File: config.mk
export PLATFORM = sky130hd
export DESIGN_NAME = wt_l15_req_arbiter
export DESIGN_NICKNAME = d
export VERILOG_FILES = /design/src/rtl/wt_cache_pkg.sv /design/src/rtl/wt_rr_pick3.sv /design/src/rtl/wt_l15_req_arbiter.sv
export SDC_FILE = /design/constraint.sdc
export NUM_CORES = 1
export LEC_CHECK = 0
export CAP_MARGIN = 20
export CORE_AREA = 2 2 166 168
export CTS_BUF_LIST = sky130_fd_sc_hd__clkbuf_4 sky130_fd_sc_hd__clkbuf_8 sky130_fd_sc_hd__clkbuf_16
export DETAILED_ROUTE_END_ITERATION = 6
export DIE_AREA = 0 0 168 170
export PLACE_DENSITY = 0.64
export RECOVER_POWER = 25
export SYNTH_ARGS = -nofsm -noshare
export SYNTH_HDL_FRONTEND = slang
export SYNTH_SLANG_ARGS = --single-unit
File: constraint.sdc
create_clock -name clk_i -period 6.2 [get_ports clk_i]
set_input_delay 1.86 -clock clk_i [delete_from_list [all_inputs] [get_ports clk_i]]
set_output_delay 1.86 -clock clk_i [all_outputs]
set_load 0.1 [all_outputs]
File: src/rtl/wt_cache_pkg.sv
// Request-type encoding and store-counter sizing shared by the WT cache L1.5 request path.
package wt_cache_pkg;

  typedef enum logic [1:0] {
    L15_IFILL = 2'd0,
    L15_LOAD  = 2'd1,
    L15_STORE = 2'd2
  } l15_req_e;

  function automatic int unsigned st_cnt_width(input int unsigned max_outstanding);
    return $clog2(max_outstanding + 1);
  endfunction

endpackage

File: src/rtl/wt_rr_pick3.sv
// Combinational 3-way round-robin picker: first eligible source starting at rr_q, wrapping 2->0.
module wt_rr_pick3 (
  input  logic [2:0] eligible,
  input  logic [1:0] rr_q,
  output logic [2:0] grant,
  output logic [1:0] winner,
  output logic       any_grant
);

  logic [1:0] ord0, ord1, ord2;

  always_comb begin
    ord0 = 2'd0;
    ord1 = 2'd1;
    ord2 = 2'd2;
    case (rr_q)
      2'd1: begin ord0 = 2'd1; ord1 = 2'd2; ord2 = 2'd0; end
      2'd2: begin ord0 = 2'd2; ord1 = 2'd0; ord2 = 2'd1; end
      default: ;
    endcase

    grant     = 3'b000;
    winner    = 2'd0;
    any_grant = 1'b0;
    if (eligible[ord0]) begin
      winner    = ord0;
      any_grant = 1'b1;
    end else if (eligible[ord1]) begin
      winner    = ord1;
      any_grant = 1'b1;
    end else if (eligible[ord2]) begin
      winner    = ord2;
      any_grant = 1'b1;
    end
    if (any_grant) grant[winner] = 1'b1;
  end

endmodule

File: src/rtl/wt_l15_req_arbiter.sv
// Round-robin arbiter of icache fill, dcache load miss and dcache store onto the L1.5 request
// channel, with a one-entry output register and an outstanding-store throttle counter.
module wt_l15_req_arbiter
  import wt_cache_pkg::*;
#(
  parameter int unsigned MaxOutstandingStores = 7,
  parameter int unsigned MemTidWidth          = 2,
  parameter int unsigned AddrWidth            = 64,
  parameter int unsigned DataWidth            = 64
) (
  input  logic                                           clk_i,
  input  logic                                           rst_ni,
  input  logic                                           ifill_valid_i,
  output logic                                           ifill_ready_o,
  input  logic [AddrWidth-1:0]                           ifill_addr_i,
  input  logic [MemTidWidth-1:0]                         ifill_tid_i,
  input  logic                                           ld_valid_i,
  output logic                                           ld_ready_o,
  input  logic [AddrWidth-1:0]                           ld_addr_i,
  input  logic [2:0]                                     ld_size_i,
  input  logic [MemTidWidth-1:0]                         ld_tid_i,
  input  logic                                           st_valid_i,
  output logic                                           st_ready_o,
  input  logic [AddrWidth-1:0]                           st_addr_i,
  input  logic [DataWidth-1:0]                           st_data_i,
  input  logic [DataWidth/8-1:0]                         st_be_i,
  input  logic [MemTidWidth-1:0]                         st_tid_i,
  output logic                                           l15_valid_o,
  input  logic                                           l15_ready_i,
  output logic [1:0]                                     l15_type_o,
  output logic [AddrWidth-1:0]                           l15_addr_o,
  output logic [DataWidth-1:0]                           l15_data_o,
  output logic [DataWidth/8-1:0]                         l15_be_o,
  output logic [2:0]                                     l15_size_o,
  output logic [MemTidWidth-1:0]                         l15_tid_o,
  input  logic                                           store_ack_i,
  output logic [st_cnt_width(MaxOutstandingStores)-1:0]  st_cnt_o,
  output logic                                           stores_empty_o
);

  localparam int unsigned   CntW    = st_cnt_width(MaxOutstandingStores);
  localparam logic [CntW-1:0] StMax = CntW'(MaxOutstandingStores);
  localparam logic [CntW-1:0] CntOne = CntW'(1);

  logic [1:0]             rr_q, rr_nxt;
  logic [CntW-1:0]        st_cnt_q;
  logic [2:0]             eligible, grant;
  logic [1:0]             winner;
  logic                   any_grant, reg_free, do_grant, st_inc, st_dec;

  logic                   vld_p1;
  logic [1:0]             type_p1;
  logic [AddrWidth-1:0]   addr_p1, nxt_addr;
  logic [DataWidth-1:0]   data_p1, nxt_data;
  logic [DataWidth/8-1:0] be_p1, nxt_be;
  logic [2:0]             size_p1, nxt_size;
  logic [MemTidWidth-1:0] tid_p1, nxt_tid;

  assign eligible = {st_valid_i && (st_cnt_q < StMax), ld_valid_i, ifill_valid_i};

  wt_rr_pick3 u_pick (
    .eligible  (eligible),
    .rr_q      (rr_q),
    .grant     (grant),
    .winner    (winner),
    .any_grant (any_grant)
  );

  // Readies are held low during reset so nothing is handed off while state is being cleared.
  assign reg_free      = !vld_p1 || l15_ready_i;
  assign do_grant      = rst_ni && reg_free && any_grant;
  assign ifill_ready_o = do_grant && grant[0];
  assign ld_ready_o    = do_grant && grant[1];
  assign st_ready_o    = do_grant && grant[2];

  assign st_inc = do_grant && grant[2];
  assign st_dec = store_ack_i && (st_cnt_q != '0);

  always_comb begin
    rr_nxt = 2'd0;
    case (winner)
      2'd0:    rr_nxt = 2'd1;
      2'd1:    rr_nxt = 2'd2;
      default: rr_nxt = 2'd0;
    endcase
  end

  always_comb begin
    nxt_addr = ifill_addr_i;
    nxt_data = '0;
    nxt_be   = '0;
    nxt_size = 3'd3;
    nxt_tid  = ifill_tid_i;
    case (winner)
      L15_LOAD: begin
        nxt_addr = ld_addr_i;
        nxt_size = ld_size_i;
        nxt_tid  = ld_tid_i;
      end
      L15_STORE: begin
        nxt_addr = st_addr_i;
        nxt_data = st_data_i;
        nxt_be   = st_be_i;
        nxt_size = 3'd0;
        nxt_tid  = st_tid_i;
      end
      default: ;
    endcase
  end

  // Stage p1: output register, round-robin pointer and outstanding-store count
  always_ff @(posedge clk_i or negedge rst_ni) begin
    if (!rst_ni) begin
      vld_p1   <= 1'b0;
      rr_q     <= 2'd0;
      st_cnt_q <= '0;
    end else begin
      if (do_grant) begin
        vld_p1 <= 1'b1;
        rr_q   <= rr_nxt;
      end else if (l15_ready_i) begin
        vld_p1 <= 1'b0;
      end
      if (st_inc && !st_dec)      st_cnt_q <= st_cnt_q + CntOne;
      else if (!st_inc && st_dec) st_cnt_q <= st_cnt_q - CntOne;
    end
  end

  always_ff @(posedge clk_i or negedge rst_ni) begin
    if (!rst_ni) begin
      type_p1 <= 2'd0;
      addr_p1 <= '0;
      data_p1 <= '0;
      be_p1   <= '0;
      size_p1 <= 3'd0;
      tid_p1  <= '0;
    end else if (do_grant) begin
      type_p1 <= winner;
      addr_p1 <= nxt_addr;
      data_p1 <= nxt_data;
      be_p1   <= nxt_be;
      size_p1 <= nxt_size;
      tid_p1  <= nxt_tid;
    end
  end

  assign l15_valid_o    = vld_p1;
  assign l15_type_o     = type_p1;
  assign l15_addr_o     = addr_p1;
  assign l15_data_o     = data_p1;
  assign l15_be_o       = be_p1;
  assign l15_size_o     = size_p1;
  assign l15_tid_o      = tid_p1;
  assign st_cnt_o       = st_cnt_q;
  assign stores_empty_o = (st_cnt_q == '0);

endmodule

======== Word-level counts from Yosys, hierarchy flattened ========
Index checks and enable logic that the tools add are counted.
word-level totals
  register bits after elaboration ......... 149
  logic and storage cells ................. 68
cells by class
  $add $sub $neg .......................... 2
  $lt $le $gt $ge ......................... 6
  multiplexer cells ....................... 28
  reduce and logical (&&, ||, !) cells .... 19
  eq/ne operators ......................... 4
operators with widths
  kind                   count
  $pmux W64 S2           1
  $mux W64               1
  $pmux W2 S2            5
  $lt A2 B3 Y1 const B   4
  $logic_and A1 B1 Y1    10
  $mux W1                9
  $mux W3                3
  $mux W8                1
  $bmux W1 S2            3
  $mux W2                3
  $pmux W3 S2            1
  $eq A2 B1 Y1 const B   2
  $eq A2 B2 Y1 const B   2
  $reduce_bool A2 Y1     2
  $add A3 B1 Y3 const B  1
  $logic_not A1 Y1       3
  $logic_not A3 Y1       1
  $lt A3 B3 Y1 const B   1
  $reduce_bool A3 Y1     1
  $sub A3 B1 Y3 const B  1
  $demux W1 S2           1
  $ge A2 B1 Y1 const B   1
  $logic_not A2 Y1       1
  $logic_or A1 B1 Y1     1

======== Longest topological paths before layout ========
Gate-level depths: netlist of run 1.
  word-level depth ........................ 17
  gate-level depth with buffers ........... 18

======== Modules after synthesis ========
Synthesis of run 1 repeated with hierarchy kept, for this count alone.
second synthesis, totals
  cell total of the unflattened synthesis .. 766
  area, all modules ....................... 7363.3 um2
modules (own cells, without submodules)
  module              instances  cells an instance  area an instance (um2)
  wt_l15_req_arbiter  1          741                7180.6
  wt_rr_pick3         1          25                 182.7

======== Worst setup path after synthesis of run 1 ========
Ideal clock, no wire load.
  path type ............................... input to output
  from .................................... input port ifill_valid_i
  to ...................................... output port st_ready_o
  data required time ...................... 4.340 ns
  setup slack ............................. -0.098 ns
  arrival ................................. 4.438 ns
  buffers on the path ..................... 4
  stages .................................. 10
  path through ............................ nand2b_1 a211oi_1 o211ai_1 inv_1 ha_1 clkbuf_1 clkbuf_1 clkbuf_1 clkbuf_1 and2_1
between the ends
  longest elaborated chain between the ends .. 11
  elaborated cells on any way between the ends .. 20
  those cells by class .................... 2 x order compare; 15 x mux; 3 x reduce/logical
ends and longest elaborated chain
  element                                                             RTL line                  RTL
  start: declaration                                                  wt_l15_req_arbiter.sv:13  input logic ifill_valid_i,
  $bmux W1 S2                                                         wt_rr_pick3.sv:31         end else if (eligible[ord2]) begin
  $mux W1 (not written as such)                                       wt_rr_pick3.sv:31
  $mux W2                                                             wt_rr_pick3.sv:31
  $mux W2                                                             wt_rr_pick3.sv:28         end else if (eligible[ord1]) begin
  $mux W2 *                                                           wt_rr_pick3.sv:25         if (eligible[ord0]) begin
  net u_pick.winner[1]                                                wt_rr_pick3.sv:6          output logic [1:0] winner,
  $lt A2 B3 Y1 (not written as such) or $ge A2 B1 Y1 (tied branches)  wt_rr_pick3.sv:35         if (any_grant) grant[winner] = 1'b1;
  $logic_and A1 B1 Y1 (not written as such)                           wt_rr_pick3.sv:35
  $mux W1 (not written as such)                                       wt_rr_pick3.sv:35
  $demux W1 S2 *                                                      -
  $mux W3 *                                                           wt_rr_pick3.sv:35
  $logic_and A1 B1 Y1 *                                               wt_l15_req_arbiter.sv:74  assign st_ready_o = do_grant && grant[2];
  end: declaration                                                    wt_l15_req_arbiter.sv:23  output logic st_ready_o,
Mark *: on every way through the listed nets, which the timed path passes. The rest lies on a longest branch. The select of a mux whose other input is x is not followed.

======== Worst setup path in the final report of run 1 ========
Ends and elaborated chain as after synthesis.

==> results of run 1 <==
[worst max path at each step]
stage	from	to	slack, ns	cells past startpoint
floorplan	ifill_valid_i	st_ready_o	0.19	10
global placement	ifill_valid_i	st_ready_o	0.54	8
detailed placement	ifill_valid_i	st_ready_o	0.47	8
CTS	ifill_valid_i	st_ready_o	0.46	8
global route	ifill_valid_i	st_ready_o	0.31	8
finish	ifill_valid_i	st_ready_o	0.48	8
[logic make-up (layout without fill, tap and decap cells)]
kind of cell	after synthesis	count (layout)
AOI/OAI and AO/OA	145	145
adders and majority gates	9	9
muxes	146	146
DFF	149	149
and+or+nand+nor	153	153
buffers and inverters	139	557
xor gates and xnor gates	3	3
[critical path: stages]
cell,delay (ns)
clkdlybuf4s50_1,0.51
nand2b_1,0.15
a211oi_1,0.09
o211ai_1,0.52
inv_1,0.16
ha_4,0.21
and2_2,0.19
buf_12,0.17
[state kept, by name (all words and copies together), names as in the netlist]
name	count
st_cnt_o	3
l15_be_o	8
rr_q	2
l15_addr_o	64
l15_type_o	2
l15_tid_o	2
l15_data_o	64
l15_valid_o	1
l15_size_o	3
[through the flow]
step	setup WS [ns]	utilization (%)
floorplan	0.186	-
global placement	0.540	46.2
detailed placement	0.471	46.2
CTS	0.456	48.4
global route	0.310	48.4
finish	0.483	48.4
[cell usage after synthesis]
library cell	count	share of area, %
mux2i_1	75	9.8
o221ai_1	1	0.11
a21oi_1	70	4.6
o21ai_0	1	0.065
buf_4	1	0.098
inv_1	84	4.1
nand3_1	1	0.065
nor2_1	67	3.3
xnor2_1	1	0.11
a21boi_0	1	0.098
buf_2	9	0.59
a22oi_1	66	6.4
mux2_4	42	8.2
a221oi_1	1	0.11
clkbuf_1	37	1.8
dfrtp_1	149	49
nand2_1	74	3.6
a211oi_1	2	0.20
nand2b_1	3	0.24
and2_1	3	0.24
fa_1	1	0.26
o2111ai_1	1	0.11
nor3_1	1	0.065
nor3_2	1	0.13
xor2_1	2	0.23
or4_1	1	0.098
nor2b_1	2	0.16
o31ai_1	1	0.098
buf_6	6	0.88
buf_1	2	0.098
ha_1	8	1.3
mux2_2	29	4.2
o211ai_1	1	0.098
[placed cells by master, fill, tap and decap left out, types with 7 or more instances in the layout]
| cell type | Yosys | layout |
|---|---|---|
| inv_1 | 84 | 84 |
| nand2_1 | 74 | 74 |
| buf_4 | 1 | 7 |
| mux2_4 | 42 | 42 |
| a21oi_1 | 70 | 70 |
| clkbuf_16 | 0 | 17 |
| mux2i_1 | 75 | 75 |
| a22oi_1 | 66 | 66 |
| nor2_1 | 67 | 67 |
| dfrtp_1 | 149 | 149 |
| mux2_2 | 29 | 29 |
| clkdlybuf4s50_1 | 0 | 426 |
[per-layer routing]
metal	share of wire, %	global-route usage [%]
met5	0	0
met3	9.4	6.60
met2	47	30.9
met1	42	23.6
met4	0.99	4.57
[cell type report]
type	instances	area, um^2
sequential	149	3730
timing repair buffer	441	4440
multi-input combinational	456	3410
clock inverter	15	161
tap	341	427
clock buffer	17	425
inverter	84	315
fill	2495	13700
==> impl_metrics.yaml, run 1 <==
status:
  outcome: "finished with violations"
  violations: "capacitance limit, slew limit"
setup_path:
  criticalPathCategory: "in2out"
  cp-end-kind: "output port"
  r2r_slack_ns: 2.80
  critical_path_arrival_ns: 3.86
  worstReg2RegStart: "rr_q[0]$_DFFE_PN0P_"
  critPathMaxFanout: 6
  worstPathRequired_ns: 4.34
  r2r_end: "l15_addr_o[15]$_DFFE_PN0P_"
  reg2regPathDepth: 10
  cp-start-kind: "input port"
synth:
  synth_fa_ha_area_share_pct: 1.56
  synth_xor_area_share_pct: 0.342
  synth_compound_area_share_pct: 11.9
  ys_seq_area_share_pct: 48.5
  synth-simple-area-share_pct: 7.90
  synth_area_per_cell_um2: 10.3
  ys_ff_latch: 149
  syn_inst: 744
  synth.area.mux_share_pct: 22.2
  synth_top_family_by_area: "multiplexers"
  synth_warnings: 0
  yosysUniqueCellTypes: 33
  synth_area_um2: 7690
  syn_nets: 1033
clocking:
  postCtsResizedCells: 0
  htree_levels: 4
  clk_pin_slew_ns: 0.07
  cts.sinks: 149
  insertion_delay_ns: 0.42
  post_cts_buffers: 0
  cts_tree: "built"
  cts_root_buf: "clkbuf_16"
  clk_path_buf_depth: 2
  numCtsBuffers: 17
  hold_buffers: 0
placed_design:
  dp_hpwl_um: 19600
  port_buffers: 430
  place_inst: 1471
  place_area_um2: 12300
  gp_congestion: 0.774
worst_hold_path:
  hp-start: "l15_addr_o[6]$_DFFE_PN0P_"
  whs_endpoint: "l15_addr_o[6]$_DFFE_PN0P_"
  min_path_type: "reg2reg"
  worstHoldPathCells: 1
layout:
  nNetsFinal: 1438
  drive_gt1_share_pct: 10.4
  antenna_cells: 0
  area_delta_synth_final_pct: 67.9
  design_area_um2: 12900
  fin_cells: 1503
floorplan:
  core_um2: 26700
  fp.dieH_um: 170
  rows: 60
  dieArea_um2: 28600
  ioPinCount: 431
  die_w_um: 168
  initial_core_util_pct: 28.8
detailed_routing:
  wl_um: 27600
  drt-initial-drc-count: 343
  dr_total_vias: 6969
  ant_nets: 0
  vias_per_cell: 4.64
  drc: 0
  wl_per_cell_um: 18.3
  drt_pass1_iterations: 5
global_route:
  overflow: 0
  antenna_found_initial: 0
  grt_pass1_vias: 7047
  grt_max_degree: 140
  grt.total_usage_pct: 18.8
  grt_pass1_wl_um: 41500
sta:
  fin_tns_setup_ns: 0
  holdWs_ns: 0.509
  max_freq_mhz: 175
  period_needed_ns: 5.72
  setup_viol: 0
  hold_viol: 0
  slew_violations: 123
  skew_ns: 0.0174
  period_share_pct: 92.2
  relSlewSlack_pct: -130
  tightest_slew_ns: 3.45
  rsz0062_at_grt: "false"
flow_run:
  maxCapViolCount: 2
Power of run 1 is left out: the tool's default activity adds up to more than one toggle a clock period on the data nets, which glitch-free logic cannot reach.
==> run 2, diff against run 1 <==
--- a/config.mk
+++ b/config.mk
@@ -12,6 +12,7 @@
 export DIE_AREA = 0 0 168 170
 export PLACE_DENSITY = 0.64
 export RECOVER_POWER = 25
+export SKIP_CTS_REPAIR_TIMING = 1
 export SYNTH_ARGS = -nofsm -noshare
 export SYNTH_HDL_FRONTEND = slang
 export SYNTH_SLANG_ARGS = --single-unit
==> constraint.sdc (replaced) <==
create_clock -name clk_i -period 5.3 [get_ports clk_i]
set_input_delay 1.59 -clock clk_i [delete_from_list [all_inputs] [get_ports clk_i]]
set_output_delay 1.59 -clock clk_i [all_outputs]
set_load 0.1 [all_outputs]
==> impl_metrics.yaml, run 2 (same netlist as run 1, synthesis figures left out) <==
clocking:
  htree_levels: 4
  cts_root_buf: "clkbuf_16"
  numCtsBuffers: 17
  cts_tree: "built"
  clk_pin_slew_ns: 0.07
  clk_path_buf_depth: 2
  cts.sinks: 149
  insertion_delay_ns: 0.42
detailed_routing:
  drt_pass1_iterations: 4
  dr_total_vias: 6934
  drc: 0
  wl_per_cell_um: 18.0
  drt-initial-drc-count: 345
  wl_um: 27100
  vias_per_cell: 4.60
  ant_nets: 0
setup_path:
  reg2regPathDepth: 8
  r2r_end: "l15_addr_o[12]$_DFFE_PN0P_"
  crit_path_start: "ifill_valid_i"
  cp-start-kind: "input port"
  criticalPathCategory: "in2out"
  r2r_slack_ns: 1.91
  crit_path_end: "st_ready_o"
  worstPathRequired_ns: 3.71
  critical_path_arrival_ns: 3.38
  cp-end-kind: "output port"
  critPathMaxFanout: 4
  worstReg2RegStart: "rr_q[0]$_DFFE_PN0P_"
global_route:
  grt.total_usage_pct: 18.5
  grt_max_degree: 150
  grt_pass1_wl_um: 40900
  antenna_found_initial: 2
  grt_pass1_vias: 6939
  overflow: 0
placed_design:
  dp_hpwl_um: 19400
  gp_congestion: 0.784
  port_buffers: 430
sta:
  setup_viol: 0
  period_needed_ns: 4.97
  slew_violations: 150
  fin_tns_setup_ns: 0
  hold_viol: 0
  tightest_slew_ns: 2.11
  period_share_pct: 93.7
  holdWs_ns: 0.507
  max_freq_mhz: 201
  rsz0062_at_grt: "false"
  skew_ns: 0.0101
  relSlewSlack_pct: -40.9
floorplan:
  rows: 60
  dieArea_um2: 28600
  ioPinCount: 431
  die_w_um: 168
  fp.dieH_um: 170
  core_um2: 26700
  initial_core_util_pct: 28.8
status:
  outcome: "finished with violations"
  violations: "capacitance limit, slew limit"
layout:
  nNetsFinal: 1439
  fillers: 2491
  area_delta_synth_final_pct: 68.3
  final_cell_mix: "clkdlybuf4s50_1, dfrtp_1, inv_1"
  layout_commonest_cell: "clkdlybuf4s50_1"
  drive_gt1_share_pct: 10.6
worst_hold_path:
  hp-start: "l15_addr_o[15]$_DFFE_PN0P_"
  min_path_type: "reg2reg"
flow_run:
  maxCapViolCount: 1
-- run 2: worst min path at each step --
stage | end | slack [ns] | cells after the start
after CTS | l15_tid_o[1]$_DFFE_PN0P_ | 0.51 | 1
final | l15_addr_o[15]$_DFFE_PN0P_ | 0.51 | 1
after global routing | l15_addr_o[1]$_DFFE_PN0P_ | 0.53 | 1
after detailed placement | l15_tid_o[0]$_DFFE_PN0P_ | 0.49 | 1
after global placement | l15_addr_o[21]$_DFFE_PN0P_ | 0.49 | 1
after floorplan | rr_q[1]$_DFFE_PN0P_ | 0.51 | 1
-- run 2: worst max-delay path: stages --
cell and delay (ns):
clkdlybuf4s50_1 0.51, nand2b_1 0.14, a211oi_1 0.08, o211ai_1 0.39, inv_1 0.14, ha_4 0.20, and2_4 0.17, buf_12 0.16
-- run 2: layout make-up --
class / count / area, um^2 / share of cell area [%]
sequential: 149 / 3730 / 28.8
clock inverter: 15 / 183 / 1.41
clock buffer: 17 / 425 / 3.29
inverter: 84 / 315 / 2.44
multi-input combinational: 456 / 3410 / 26.4
antenna: 2 / 5.00 / 0.0387
timing repair buffer: 442 / 4440 / 34.3
tap: 341 / 427 / 3.30
-- run 2: per-stage QoR --
| stage | cell area (um^2) | worst slack [ns] | utilization [%] | instances |
|---|---|---|---|---|
| floorplan | 7690 | 0.0649 | - | 744 |
| global placement | 12300 | 0.360 | 46.3 | 1472 |
| detailed placement | 12300 | 0.344 | 46.3 | 1472 |
| CTS | 13000 | 0.331 | 48.6 | 1504 |
| global route | 12900 | 0.243 | 48.5 | 1506 |
| finish | 12900 | 0.331 | 48.5 | 1506 |
-- run 2: layer usage --
layer | vias to the layer above | track usage [%] | routed length (um)
met5 | - | 0 | 0
met4 | 0 | 4.76 | 283
met3 | 14 | 7.12 | 2580
met2 | 284 | 30.7 | 13200
met1 | 3313 | 22.7 | 11100
li1 | 3323 | - | -
Power of run 2 is left out for the same reason.
==> run 3, diff against run 2 <==
--- a/config.mk
+++ b/config.mk
@@ -5,12 +5,14 @@
 export SDC_FILE = /design/constraint.sdc
 export NUM_CORES = 1
 export LEC_CHECK = 0
-export CAP_MARGIN = 20
-export CORE_AREA = 2 2 166 168
+export CAP_MARGIN = 15
+export CELL_PAD_IN_SITES_DETAIL_PLACEMENT = 0
+export CELL_PAD_IN_SITES_GLOBAL_PLACEMENT = 2
+export CORE_MARGIN = 2
+export CORE_UTILIZATION = 22
 export CTS_BUF_LIST = sky130_fd_sc_hd__clkbuf_4 sky130_fd_sc_hd__clkbuf_8 sky130_fd_sc_hd__clkbuf_16
 export DETAILED_ROUTE_END_ITERATION = 6
-export DIE_AREA = 0 0 168 170
-export PLACE_DENSITY = 0.64
+export PLACE_DENSITY = 0.82
 export RECOVER_POWER = 25
 export SKIP_CTS_REPAIR_TIMING = 1
 export SYNTH_ARGS = -nofsm -noshare
==> impl_metrics.yaml, run 3 (same netlist as run 1, synthesis figures left out) <==
status:
  outcome: "finished with violations"
  violations: "capacitance limit, slew limit"
sta:
  slew_violations: 140
  rsz0062_at_grt: "false"
  period_share_pct: 95.2
  fin_tns_setup_ns: 0
  tightest_slew_ns: 1.86
  relSlewSlack_pct: -23.8
  max_freq_mhz: 198
  skew_ns: 0.00706
  hold_viol: 0
  setup_viol: 0
  period_needed_ns: 5.05
layout:
  fillers: 3509
  area_delta_synth_final_pct: 68.8
  layout_commonest_cell: "clkdlybuf4s50_1"
  antenna_cells: 0
  drive_gt1_share_pct: 10.3
  nNetsFinal: 1440
  final_cell_mix: "clkdlybuf4s50_1, dfrtp_1, inv_1"
placed_design:
  dp_hpwl_um: 21400
  port_buffers: 430
  gp_congestion: 0.767
setup_path:
  cp-end-kind: "output port"
  criticalPathCategory: "in2out"
  critPathMaxFanout: 4
  crit_path_start: "ifill_valid_i"
  worstPathRequired_ns: 3.71
  cp-start-kind: "input port"
  critical_path_arrival_ns: 3.46
  worstReg2RegStart: "rr_q[0]$_DFFE_PN0P_"
global_route:
  antenna_found_initial: 2
  overflow: 0
  grt_pass1_vias: 7123
  grtUsageMet1_pct: 18.5
  grt_pass1_wl_um: 43500
  grt_max_degree: 140
  grt.busiest_layer: "met2"
  grt.total_usage_pct: 15.9
  use_met3_pct: 6.92
  grtUsageMet2_pct: 26.3
detailed_routing:
  drt_pass1_iterations: 4
  drc: 0
  dr_total_vias: 6904
  drt-initial-drc-count: 218
  ant_nets: 0
  wl_um: 29600
  vias_per_cell: 4.27
  wl_per_cell_um: 18.3
clocking:
  cts_root_buf: "clkbuf_16"
  cts_tree: "built"
  htree_levels: 4
  insertion_delay_ns: 0.43
  clk_pin_slew_ns: 0.06
  clk_path_buf_depth: 2
  numCtsBuffers: 17
  cts.sinks: 149
floorplan:
  initial_core_util_pct: 22.3
  core_um2: 34500
  rows: 68
  dieArea_um2: 36400
  die_w_um: 191
  fp.dieH_um: 191
  ioPinCount: 431
worst_hold_path:
  hp-start: "l15_addr_o[28]$_DFFE_PN0P_"
  min_path_type: "reg2reg"
flow_run:
  maxCapViolCount: 1
## run 3: per-layer routing
| metal | wire, um | vias to the layer above |
|---|---|---|
| met4 | 422 | 2 |
| met1 | 11800 | 3269 |
| met2 | 14000 | 299 |
| li1 | - | 3312 |
| met3 | 3310 | 22 |
| met5 | 13 | - |
## run 3: area by class of cell
class	instances	area (um^2)	area share (%)
Sequential cell	149	3730	28.7
Tap cell	455	569	4.39
Timing Repair Buffer	443	4440	34.2
Multi-Input combinational cell	456	3410	26.3
Clock buffer	20	460	3.55
Clock inverter	9	58.8	0.453
Inverter	84	315	2.43
## run 3: critical path, stage by stage
cell and delay, ns:
dlygate4sd3_1 0.57, nand2b_1 0.18, a211oi_1 0.26, o211ai_1 0.18, buf_4 0.20, ha_4 0.14
and2_1 0.16, buf_12 0.17
## run 3: worst paths after layout
check,to,slack (ns),cells after the start
worst max-delay path,ifill_ready_o,0.25,8
worst min register to register,l15_addr_o[28]$_DFFE_PN0P_,0.50,1
worst max register to register,l15_addr_o[10]$_DFFE_PN0P_,1.41,11
min in group asynchronous,l15_size_o[2]$_DFFE_PN0P_,1.54,2
max in group asynchronous,l15_valid_o$_DFFE_PN0P_,1.34,4
worst min-delay path,l15_addr_o[28]$_DFFE_PN0P_,0.50,1
## run 3: through the flow
stage | utilization [%] | hold WS, ns | cell area, um^2 | cells | setup WS [ns]
2_1_floorplan | - | 0.509 | 7690 | 744 | 0.0649
4_1_cts | 37.7 | 0.509 | 13000 | 1616 | 0.375
6_report | 37.7 | 0.503 | 13000 | 1616 | 0.253
3_5_place_dp | 36.2 | 0.495 | 12500 | 1587 | 0.394
5_1_grt | 37.7 | 0.510 | 13000 | 1616 | 0.120
3_3_place_gp | 36.2 | 0.490 | 12500 | 1587 | 0.414
Power of run 3 is left out for the same reason.
